==> src/rtl/fifo_flush_pkg.sv <==
// Shared types and default parameters for the flushable nibble FIFO write-side scheduler.
package fifo_flush_pkg;

  localparam int DEF_NUM_REQ     = 4;
  localparam int DEF_DATA_W      = 4;
  localparam int DEF_FLUSH_HOLD  = 2;
  localparam int DEF_TIMEOUT_CYC = 64;

  typedef enum logic [1:0] {
    ST_IDLE       = 2'd0,
    ST_FLUSH      = 2'd1,
    ST_WAIT_EMPTY = 2'd2,
    ST_DONE       = 2'd3
  } sched_state_e;

endpackage

==> src/rtl/fifo_wr_sched_if.sv <==
// Requester, flush-control and FIFO write-port signals of the write scheduler.
// master = scheduler side, slave = requesters/FIFO side.
interface fifo_wr_sched_if #(
  parameter int NUM_REQ = 4,
  parameter int DATA_W  = 4
);
  localparam int IDX_W = $clog2(NUM_REQ);

  logic [NUM_REQ-1:0]        req_valid_i;
  logic [NUM_REQ*DATA_W-1:0] req_data_i;
  logic [NUM_REQ-1:0]        req_ready_o;
  logic                      flush_req_i;
  logic                      flush_done_o;
  logic                      flush_timeout_o;
  logic                      fifo_full_i;
  logic                      fifo_empty_i;
  logic                      fifo_wr_valid_o;
  logic [DATA_W-1:0]         fifo_wr_data_o;
  logic                      fifo_flush_o;
  logic [IDX_W-1:0]          grant_id_o;

  modport master (
    input  req_valid_i, req_data_i, flush_req_i, fifo_full_i, fifo_empty_i,
    output req_ready_o, flush_done_o, flush_timeout_o, fifo_wr_valid_o,
           fifo_wr_data_o, fifo_flush_o, grant_id_o
  );

  modport slave (
    output req_valid_i, req_data_i, flush_req_i, fifo_full_i, fifo_empty_i,
    input  req_ready_o, flush_done_o, flush_timeout_o, fifo_wr_valid_o,
           fifo_wr_data_o, fifo_flush_o, grant_id_o
  );
endinterface

==> src/rtl/fifo_wr_sched_arb.sv <==
// Combinational round-robin arbiter: first valid request at or after ptr_i wins.
module rr_arbiter #(
  parameter int NUM_REQ = 4,
  parameter int IDX_W   = $clog2(NUM_REQ)
) (
  input  logic [NUM_REQ-1:0] req_i,
  input  logic [IDX_W-1:0]   ptr_i,
  input  logic               en_i,
  output logic [NUM_REQ-1:0] grant_o,
  output logic [IDX_W-1:0]   idx_o
);

  logic [IDX_W:0] cand;
  logic           found;

  always_comb begin
    grant_o = '0;
    idx_o   = '0;
    found   = 1'b0;
    cand    = '0;
    for (int i = 0; i < NUM_REQ; i++) begin
      cand = {1'b0, ptr_i} + (IDX_W+1)'(i);
      if (cand >= (IDX_W+1)'(NUM_REQ)) cand = cand - (IDX_W+1)'(NUM_REQ);
      if (en_i && !found && req_i[cand[IDX_W-1:0]]) begin
        found = 1'b1;
        idx_o = cand[IDX_W-1:0];
      end
    end
    if (found) grant_o[idx_o] = 1'b1;
  end

endmodule

==> src/rtl/fifo_wr_sched.sv <==
// Round-robin write-port scheduler with flush sequencing for the nibble FIFO.
// Optional WAIT_EMPTY timeout is compiled in with FIFO_WR_SCHED_TIMEOUT_EN.
//   state         | meaning
//   ST_IDLE       | arbitrate writes; flush_req_i starts a flush
//   ST_FLUSH      | fifo_flush_o high for FLUSH_HOLD cycles
//   ST_WAIT_EMPTY | wait for fifo_empty_i (or timeout)
//   ST_DONE       | one-cycle flush_done_o pulse
module fifo_wr_sched
  import fifo_flush_pkg::*;
#(
  parameter int NUM_REQ     = DEF_NUM_REQ,
  parameter int DATA_W      = DEF_DATA_W,
  parameter int FLUSH_HOLD  = DEF_FLUSH_HOLD,
  parameter int TIMEOUT_CYC = DEF_TIMEOUT_CYC
) (
  input  logic             clk_sys,
  input  logic             rst_n,
  fifo_wr_sched_if.master  bus
);

  localparam int IDX_W  = $clog2(NUM_REQ);
  localparam int HOLD_W = $clog2(FLUSH_HOLD + 1);

  sched_state_e         state_q, state_d;
  logic [IDX_W-1:0]     ptr_q, ptr_d;
  logic [HOLD_W-1:0]    hold_q, hold_d;
  logic                 arb_en;
  logic [NUM_REQ-1:0]   grant;
  logic [IDX_W-1:0]     win_idx;
  logic                 wr_fire;
  logic [DATA_W-1:0]    wr_data;
  logic                 timeout_hit;

  rr_arbiter #(.NUM_REQ(NUM_REQ), .IDX_W(IDX_W)) u_arb (
    .req_i   (bus.req_valid_i),
    .ptr_i   (ptr_q),
    .en_i    (arb_en),
    .grant_o (grant),
    .idx_o   (win_idx)
  );

  always_ff @(posedge clk_sys or negedge rst_n) begin
    if (!rst_n) begin
      state_q <= ST_IDLE;
      ptr_q   <= '0;
      hold_q  <= '0;
    end else begin
      state_q <= state_d;
      ptr_q   <= ptr_d;
      hold_q  <= hold_d;
    end
  end

  always_comb begin
    state_d = state_q;
    hold_d  = hold_q;
    ptr_d   = ptr_q;
    unique case (state_q)
      ST_IDLE: begin
        if (bus.flush_req_i) begin
          state_d = ST_FLUSH;
          hold_d  = HOLD_W'(FLUSH_HOLD - 1);
        end else if (wr_fire) begin
          ptr_d = (win_idx == IDX_W'(NUM_REQ - 1)) ? '0 : win_idx + IDX_W'(1);
        end
      end
      ST_FLUSH: begin
        if (hold_q == '0) state_d = ST_WAIT_EMPTY;
        else              hold_d  = hold_q - HOLD_W'(1);
      end
      ST_WAIT_EMPTY: begin
        if (bus.fifo_empty_i || timeout_hit) state_d = ST_DONE;
      end
      ST_DONE:  state_d = ST_IDLE;
      default:  state_d = ST_IDLE;
    endcase
  end

  // rst_n gates the grant so nothing is offered while reset is held
  always_comb begin
    arb_en  = rst_n && (state_q == ST_IDLE) && !bus.flush_req_i && !bus.fifo_full_i;
    wr_fire = |grant;
    wr_data = '0;
    for (int i = 0; i < NUM_REQ; i++) begin
      if (grant[i]) wr_data = wr_data | bus.req_data_i[i*DATA_W +: DATA_W];
    end
  end

  assign bus.req_ready_o     = grant;
  assign bus.grant_id_o      = win_idx;
  assign bus.fifo_wr_valid_o = wr_fire;
  assign bus.fifo_wr_data_o  = wr_data;
  assign bus.fifo_flush_o    = (state_q == ST_FLUSH);
  assign bus.flush_done_o    = (state_q == ST_DONE);

`ifdef FIFO_WR_SCHED_TIMEOUT_EN
  localparam int TO_W = $clog2(TIMEOUT_CYC + 1);

  logic [TO_W-1:0] to_cnt_q, to_cnt_d;
  logic            to_flag_q, to_flag_d;

  // counter is preloaded outside WAIT_EMPTY so the first dwell cycle counts
  always_comb begin
    to_cnt_d    = to_cnt_q;
    to_flag_d   = to_flag_q;
    timeout_hit = 1'b0;
    if (state_q != ST_WAIT_EMPTY) begin
      to_cnt_d = TO_W'(TIMEOUT_CYC - 1);
    end else if (!bus.fifo_empty_i) begin
      if (to_cnt_q == '0) begin
        timeout_hit = 1'b1;
        to_flag_d   = 1'b1;
      end else begin
        to_cnt_d = to_cnt_q - TO_W'(1);
      end
    end
  end

  always_ff @(posedge clk_sys or negedge rst_n) begin
    if (!rst_n) begin
      to_cnt_q  <= '0;
      to_flag_q <= 1'b0;
    end else begin
      to_cnt_q  <= to_cnt_d;
      to_flag_q <= to_flag_d;
    end
  end

  assign bus.flush_timeout_o = to_flag_q;
`else
  assign timeout_hit         = 1'b0;
  assign bus.flush_timeout_o = 1'b0;
`endif

endmodule

==> src/flat_wrapper.sv <==
// flat-port wrapper written by rule: the top's interface ports become plain ports
module fifo_wr_sched_flat import fifo_flush_pkg::*;
#(
  parameter int NUM_REQ     = DEF_NUM_REQ,
  parameter int DATA_W      = DEF_DATA_W,
  parameter int FLUSH_HOLD  = DEF_FLUSH_HOLD,
  parameter int TIMEOUT_CYC = DEF_TIMEOUT_CYC
)
  (clk_sys, rst_n, bus_req_valid_i, bus_req_data_i, bus_flush_req_i, bus_fifo_full_i, bus_fifo_empty_i, bus_req_ready_o, bus_flush_done_o, bus_flush_timeout_o, bus_fifo_wr_valid_o, bus_fifo_wr_data_o, bus_fifo_flush_o, bus_grant_id_o);
  fifo_wr_sched_if #(.NUM_REQ(NUM_REQ), .DATA_W(DATA_W)) bus_i ();
  input  logic clk_sys;
  input  logic rst_n;
  input wire logic [$bits(bus_i.req_valid_i)-1:0] bus_req_valid_i;
  input wire logic [$bits(bus_i.req_data_i)-1:0] bus_req_data_i;
  input wire logic [$bits(bus_i.flush_req_i)-1:0] bus_flush_req_i;
  input wire logic [$bits(bus_i.fifo_full_i)-1:0] bus_fifo_full_i;
  input wire logic [$bits(bus_i.fifo_empty_i)-1:0] bus_fifo_empty_i;
  output wire logic [$bits(bus_i.req_ready_o)-1:0] bus_req_ready_o;
  output wire logic [$bits(bus_i.flush_done_o)-1:0] bus_flush_done_o;
  output wire logic [$bits(bus_i.flush_timeout_o)-1:0] bus_flush_timeout_o;
  output wire logic [$bits(bus_i.fifo_wr_valid_o)-1:0] bus_fifo_wr_valid_o;
  output wire logic [$bits(bus_i.fifo_wr_data_o)-1:0] bus_fifo_wr_data_o;
  output wire logic [$bits(bus_i.fifo_flush_o)-1:0] bus_fifo_flush_o;
  output wire logic [$bits(bus_i.grant_id_o)-1:0] bus_grant_id_o;
  assign bus_i.req_valid_i = bus_req_valid_i;
  assign bus_i.req_data_i = bus_req_data_i;
  assign bus_i.flush_req_i = bus_flush_req_i;
  assign bus_i.fifo_full_i = bus_fifo_full_i;
  assign bus_i.fifo_empty_i = bus_fifo_empty_i;
  assign bus_req_ready_o = bus_i.req_ready_o;
  assign bus_flush_done_o = bus_i.flush_done_o;
  assign bus_flush_timeout_o = bus_i.flush_timeout_o;
  assign bus_fifo_wr_valid_o = bus_i.fifo_wr_valid_o;
  assign bus_fifo_wr_data_o = bus_i.fifo_wr_data_o;
  assign bus_fifo_flush_o = bus_i.fifo_flush_o;
  assign bus_grant_id_o = bus_i.grant_id_o;
  fifo_wr_sched #(.NUM_REQ(NUM_REQ), .DATA_W(DATA_W), .FLUSH_HOLD(FLUSH_HOLD), .TIMEOUT_CYC(TIMEOUT_CYC)) u_core (.clk_sys(clk_sys), .rst_n(rst_n), .bus(bus_i));
endmodule
==> config.mk <==
export PLATFORM = sky130hd
export DESIGN_NAME = fifo_wr_sched_flat
export DESIGN_NICKNAME = d
export VERILOG_FILES = /design/src/rtl/fifo_flush_pkg.sv /design/src/rtl/fifo_wr_sched_if.sv /design/src/rtl/fifo_wr_sched_arb.sv /design/src/rtl/fifo_wr_sched.sv /design/src/flat_wrapper.sv
export SDC_FILE = /design/constraint.sdc
export NUM_CORES = 1
export LEC_CHECK = 0
export ABC_AREA = 0
export CORE_MARGIN = 2
export CORE_UTILIZATION = 40
export CTS_CLUSTER_DIAMETER = 50
export CTS_CLUSTER_SIZE = 12
export DETAILED_ROUTE_END_ITERATION = 8
export PLACE_DENSITY = 0.85
export SKIP_LAST_GASP = 1
export SYNTH_ARGS = -nofsm -noshare
export SYNTH_HDL_FRONTEND = slang
export SYNTH_SLANG_ARGS = --single-unit
==> constraint.sdc <==
create_clock -name clk_sys -period 2.8 [get_ports clk_sys]
set_input_delay 0.56 -clock clk_sys [delete_from_list [all_inputs] [get_ports clk_sys]]
set_output_delay 0.56 -clock clk_sys [all_outputs]
set_load 0.05 [all_outputs]
==> impl_results.md, run 1 <==
* Syn Std Cell Area at 781 um2
* Ports at 39
* Starting Density at 0.438
* Clk root buf: clkbuf_4
* Seq/Total Area, Yosys at 0.192
* H-tree levels at 1
* Die Wd at 48.2 um
* Placed insts at 174
* Syn Inst Count at between 90 and 100
* Synth async-reset ratio at 1.00
* Top_reg_cell synth: dfrtp_1
* Status: aborted with a tool error
* Worst endpoint pin kind: output port
* Antenna violations before repair at 0
* First error in the log: [ERROR DPL-0033] detailed placement checks failed during check placement.
* Worst endpoint after global-route timing repair: bus_fifo_wr_data_o[0]
* Final RePlAce weighted congestion at about 0.81
* Synth Net Count at roughly 130
* Clk sinks at 6
* Dpl ws at -0.640 ns
* Ys Warns at 0
* Row Count at 15
* Post-synth EDFFs at 0
* Netlist cell types at 42
* Post-DP HPWL at approximately 2600 um
* Yosys reg bits at 6
* Die Y at ~48 um
* CTS max path bufs at 2
* Largest net degree at the start of global routing at 9
* CTS Buf Count at 3
* Fail Step: global routing (5_1_grt)
* # port buffers at 37
* Syn Area/Cell at 8.58 um2
-- timing repair --
item | 4_1_cts
hold buffers | 0
gates resized for setup | 37
buffers inserted | 9
gates cloned | 0
pin swaps | 11
setup endpoints to repair | 11
-- cells by family after synthesis --
logic type | share of synthesized area
and+or+nand+nor | 0.232
muxes | 0.0545
AOI/OAI and AO/OA | 0.266
xor gates and xnor gates | 0.0112
adders and majority gates | 0.160
other | 0.00480
buffers and inverters | 0.0785
DFF | 0.192
-- synthesized netlist by cell type (2+ instances only) --
| master | instances | share of area |
|---|---|---|
| nand3_1 | 3 | 0.019 |
| nor2_1 | 2 | 0.0096 |
| inv_2 | 2 | 0.0096 |
| buf_4 | 2 | 0.019 |
| and2_1 | 4 | 0.032 |
| inv_1 | 6 | 0.029 |
| dfrtp_1 | 6 | 0.19 |
| mux2i_1 | 2 | 0.026 |
| mux2_1 | 2 | 0.029 |
| nand2_1 | 3 | 0.014 |
| a22oi_1 | 9 | 0.087 |
| o21ai_1 | 3 | 0.019 |
| a21oi_1 | 9 | 0.058 |
| ha_1 | 10 | 0.16 |
-- through the flow --
step	instance area (um2)	setup TNS [ns]
3_3_place_gp	1540	-3.72
3_5_place_dp	1540	-4.71
4_1_cts	1690	-1.32
2_1_floorplan	926	-1.14
==> inputs of run 2 (changes only) <==
--- a/config.mk
+++ b/config.mk
@@ -6,12 +6,10 @@
 export NUM_CORES = 1
 export LEC_CHECK = 0
 export ABC_AREA = 0
-export CORE_MARGIN = 2
-export CORE_UTILIZATION = 40
-export CTS_CLUSTER_DIAMETER = 50
-export CTS_CLUSTER_SIZE = 12
+export CORE_AREA = 2 2 63 65
 export DETAILED_ROUTE_END_ITERATION = 8
-export PLACE_DENSITY = 0.85
+export DIE_AREA = 0 0 65 67
+export PLACE_DENSITY_LB_ADDON = 0.15
 export SKIP_LAST_GASP = 1
 export SYNTH_ARGS = -nofsm -noshare
 export SYNTH_HDL_FRONTEND = slang
==> run 2 against run 1 <==
The flow now finishes, with violations (negative setup slack). Area after synthesis did not move. Synthesized cell count did not move.
==> impl_results.md, run 2 <==
* Status: complete, but fails checks (was aborted with a tool error)
* Failing checks: negative setup slack
* Clk sinks at 6 (unchanged)
* CP Data Arrival Time at about 2.4 ns
* Die area at 0.00436 mm2
* Comb pwr share at 0.716
* Crit path launch type: register
* Area leader, netlist: dfrtp_1 (unchanged)
* Crit-path max FO at 6
* Core Region at 0.00361 mm2
* Worst clock skew at 0.000560 ns
* Worst hold path class: primary input to asynchronous set/reset pin
* Iteration-0 DRC Markers at 15
* # port buffers at 37 (unchanged)
* CTS tree: yes
* Synth Net Count at 126 (unchanged)
* H-tree levels at 1 (unchanged)
* Starting Density at 0.217 (was 0.438)
* Worst-margin pin slew at ~0.50 ns
* CP Cell Sequence: nor3b_2 -> nor4_2 -> nand2_1 -> buf_6 -> a221oi_4 -> ha_4 -> a22oi_2 -> a21oi_4 -> buf_12
* Vias per cell at about 4.5
* Synth async-reset ratio at 1.00 (unchanged)
* DRC at 0
* Syn Area/Cell at 8.58 um2 (unchanged)
* Vias in the first global route at approximately 1000
* Critical Path RT at 2.24 ns
* Largest registers: u_core.hold_q x2, u_core.ptr_q x2, u_core.state_q x2
* Max Freq at 334 MHz
* Critical path endpoint category: output port
* Vias at ~960
* Internal Pwr Total at 0.596 mW
* N_diodes at 0
* Wire per inst at 12.4 um
* Syn Inst Count at 91 (unchanged)
* CP max-delay cell: dfrtp_1
* Die Y at 67 um (was 48.2 um)
* Setup Crit Path Kind: register to output port
* Commonest non-fill, non-tap cell in the layout: buf_4
* Clock Power Share at 0.124
* Final setup fails at 6
* Ports at 39 (unchanged)
* Cell family with most CP delay: simple AND/OR/NAND/NOR gates
* Ys Warns at 0 (unchanged)
* Post-route ant nets at 0
* Seq/Total Area, Yosys at 0.192 (unchanged)
* Clk_lat worst skew at about 0.22 ns
* Die Wd at 65 um (was 48.2 um)
* Worst slew margin at 0.667
* Overall Global Routing Usage at 0.132
* Max-Cap Viols at 0
* Post-DP HPWL at 2150 um (was 2550 um)
* Yosys reg bits at 6 (unchanged)
* Final number of max-transition violations at 0
* WHS at 0.372 ns
* Most frequent cells in the layout: buf_4, clkdlybuf4s50_1, a22oi_2, buf_12, dfrtp_1
* Top_reg_cell synth: dfrtp_1 (unchanged)
* Syn-to-layout area delta at 127%
* Cts hold-fix bufs at 0 (unchanged)
* Routed wire length at ~2700 um
* Largest net degree at the start of global routing at 8
* Number of buffers and inverters on the critical path at 2
* Final Hold Vio Count at 0
* Design Area, Final at ~0.0018 mm2
* Top cell type's share of synthesized area at 0.192 (unchanged)
* Worst Slack Setup Final at -0.193 ns
* Syn Std Cell Area at 781 um2 (unchanged)
* Final RePlAce weighted congestion at 0.777 (was 0.806)
* CTS Buf Count at 3 (unchanged)
* Initial DRT Pass Iterations at 4
* RSZ-0062 raised after global routing: yes
* Clk root buf: clkbuf_8 (was clkbuf_4)
* Area contributors post-synth: dfrtp_1, ha_1, a22oi_1 (unchanged)
* Total gr overflow at 0
* Post-synth EDFFs at 0 (unchanged)
* Register share of total power at 0.159
* NumNets Final at 203
* Netlist cell types at 42 (unchanged)
* Net Sw Frac at 0.423
* Top cells by count, synth: ha_1, a21oi_1, a22oi_1, dfrtp_1, inv_1 (unchanged)
* P_sw at between 0.4 and 0.5 mW
* Layout cell share with drive strength beyond 1 at 0.548
* Row Count at 22 (was 15)
* Max IR drop VDD at 0.432 mV
* CTS max path bufs at 2 (unchanged)
* Area after DPL at 0.00162 mm2 (was 0.00154 mm2)
* First-pass GRT wire length at 4520 um
* Max incr delay on CP at 0.41 ns
* FILL cells at between 300 and 400
* Post-layout minimum cycle time at 2.99 ns
* CTS clk-pin slew, worst paths at 0.04 ns
* Cell with the most instances after synthesis: ha_1 (unchanged)
* Antenna violations before repair at 0
* PD cells at approximately 580 mW/mm2
* Pleak at 0.746 nW
* Final Cycle Share at 1.07
-- run 2: cell counts after synthesis --
No cell type changed its count.
-- run 2: cell type report --
type | count | area (um2) | share of cell area
repair buffers | 76 | 724 | 0.408
inverters | 8 | 30.0 | 0.0169
flip-flops and latches | 6 | 150 | 0.0846
multi-input cells | 73 | 769 | 0.433
clock buffers | 3 | 41.3 | 0.0233
well taps | 48 | 60.1 | 0.0338
-- run 2: path summary, 6_finish.rpt --
kind                                         startpoint                       endpoint  cells after the start  slack (ns)
max                         u_core.ptr_q[0]$_DFFE_PN0P_          bus_fifo_wr_data_o[0]                      9       -0.19
min                                               rst_n  u_core.state_q[0]$_DFFE_PN0P_                      2        0.37
max reg2reg                 u_core.ptr_q[0]$_DFFE_PN0P_    u_core.ptr_q[1]$_DFFE_PN0P_                      7        0.58
min reg2reg                u_core.hold_q[0]$_DFFE_PN0P_   u_core.hold_q[0]$_DFFE_PN0P_                      2        0.57
max in group asynchronous                         rst_n    u_core.ptr_q[1]$_DFFE_PN0P_                      2        2.31
min in group clk_sys       u_core.hold_q[0]$_DFFE_PN0P_   u_core.hold_q[0]$_DFFE_PN0P_                      2        0.57
-- run 2: metrics by stage --
stage / worst slack, ns / cells / util / setup TNS, ns / power, mW
after floorplan: -0.266 / 91 / - / -1.14 / 0.595
after global placement: -0.602 / 202 / 0.449 / -4.23 / 0.830
after detailed placement: -0.677 / 202 / 0.449 / -4.62 / 0.846
after CTS: -0.181 / 213 / 0.489 / -0.740 / 1.03
after global routing: -0.312 / 214 / 0.492 / -1.79 / 1.13
final: -0.193 / 214 / 0.492 / -0.940 / 1.03
-- run 2: power groups by stage --
stage / logic, mW / registers (mW) / clock network, mW
global route: 0.820 / 0.171 / 0.140
CTS: 0.737 / 0.164 / 0.131
detailed placement: 0.678 / 0.167 / 0
global placement: 0.664 / 0.166 / 0
floorplan: 0.439 / 0.156 / 0
finish: 0.740 / 0.165 / 0.128
-- run 2: cells by family (layout without fill, tap and decap cells) --
group / Yosys count / in the layout / share of synthesized area
buf+inv: 12 / 87 / 0.0785
compound gates: 31 / 31 / 0.266
other cells: 1 / 1 / 0.00480
mux: 4 / 4 / 0.0545
flops: 6 / 6 / 0.192
simple gates: 26 / 26 / 0.232
xor+xnor: 1 / 1 / 0.0112
fa+ha+maj: 10 / 10 / 0.160
-- run 2: repair_timing --
| item | in CTS | in global routing |
|---|---|---|
| gates resized for setup | 33 | 2 |
| setup endpoints to repair | 9 | 9 |
| pin swaps | 15 | 13 |
| buffers inserted | 8 | 1 |
-- run 2: layer usage --
metal	vias to the layer above	part of all wire	wire length, um	GRT usage
li1	492	-	-	-
met1	430	0.40	1070	0.139
met2	34	0.52	1390	0.271
met3	2	0.068	182	0.0203
met4	0	0.0060	16	0.0319
met5	-	0	0	0
No activity file was read; power rests on OpenSTA's default activity.
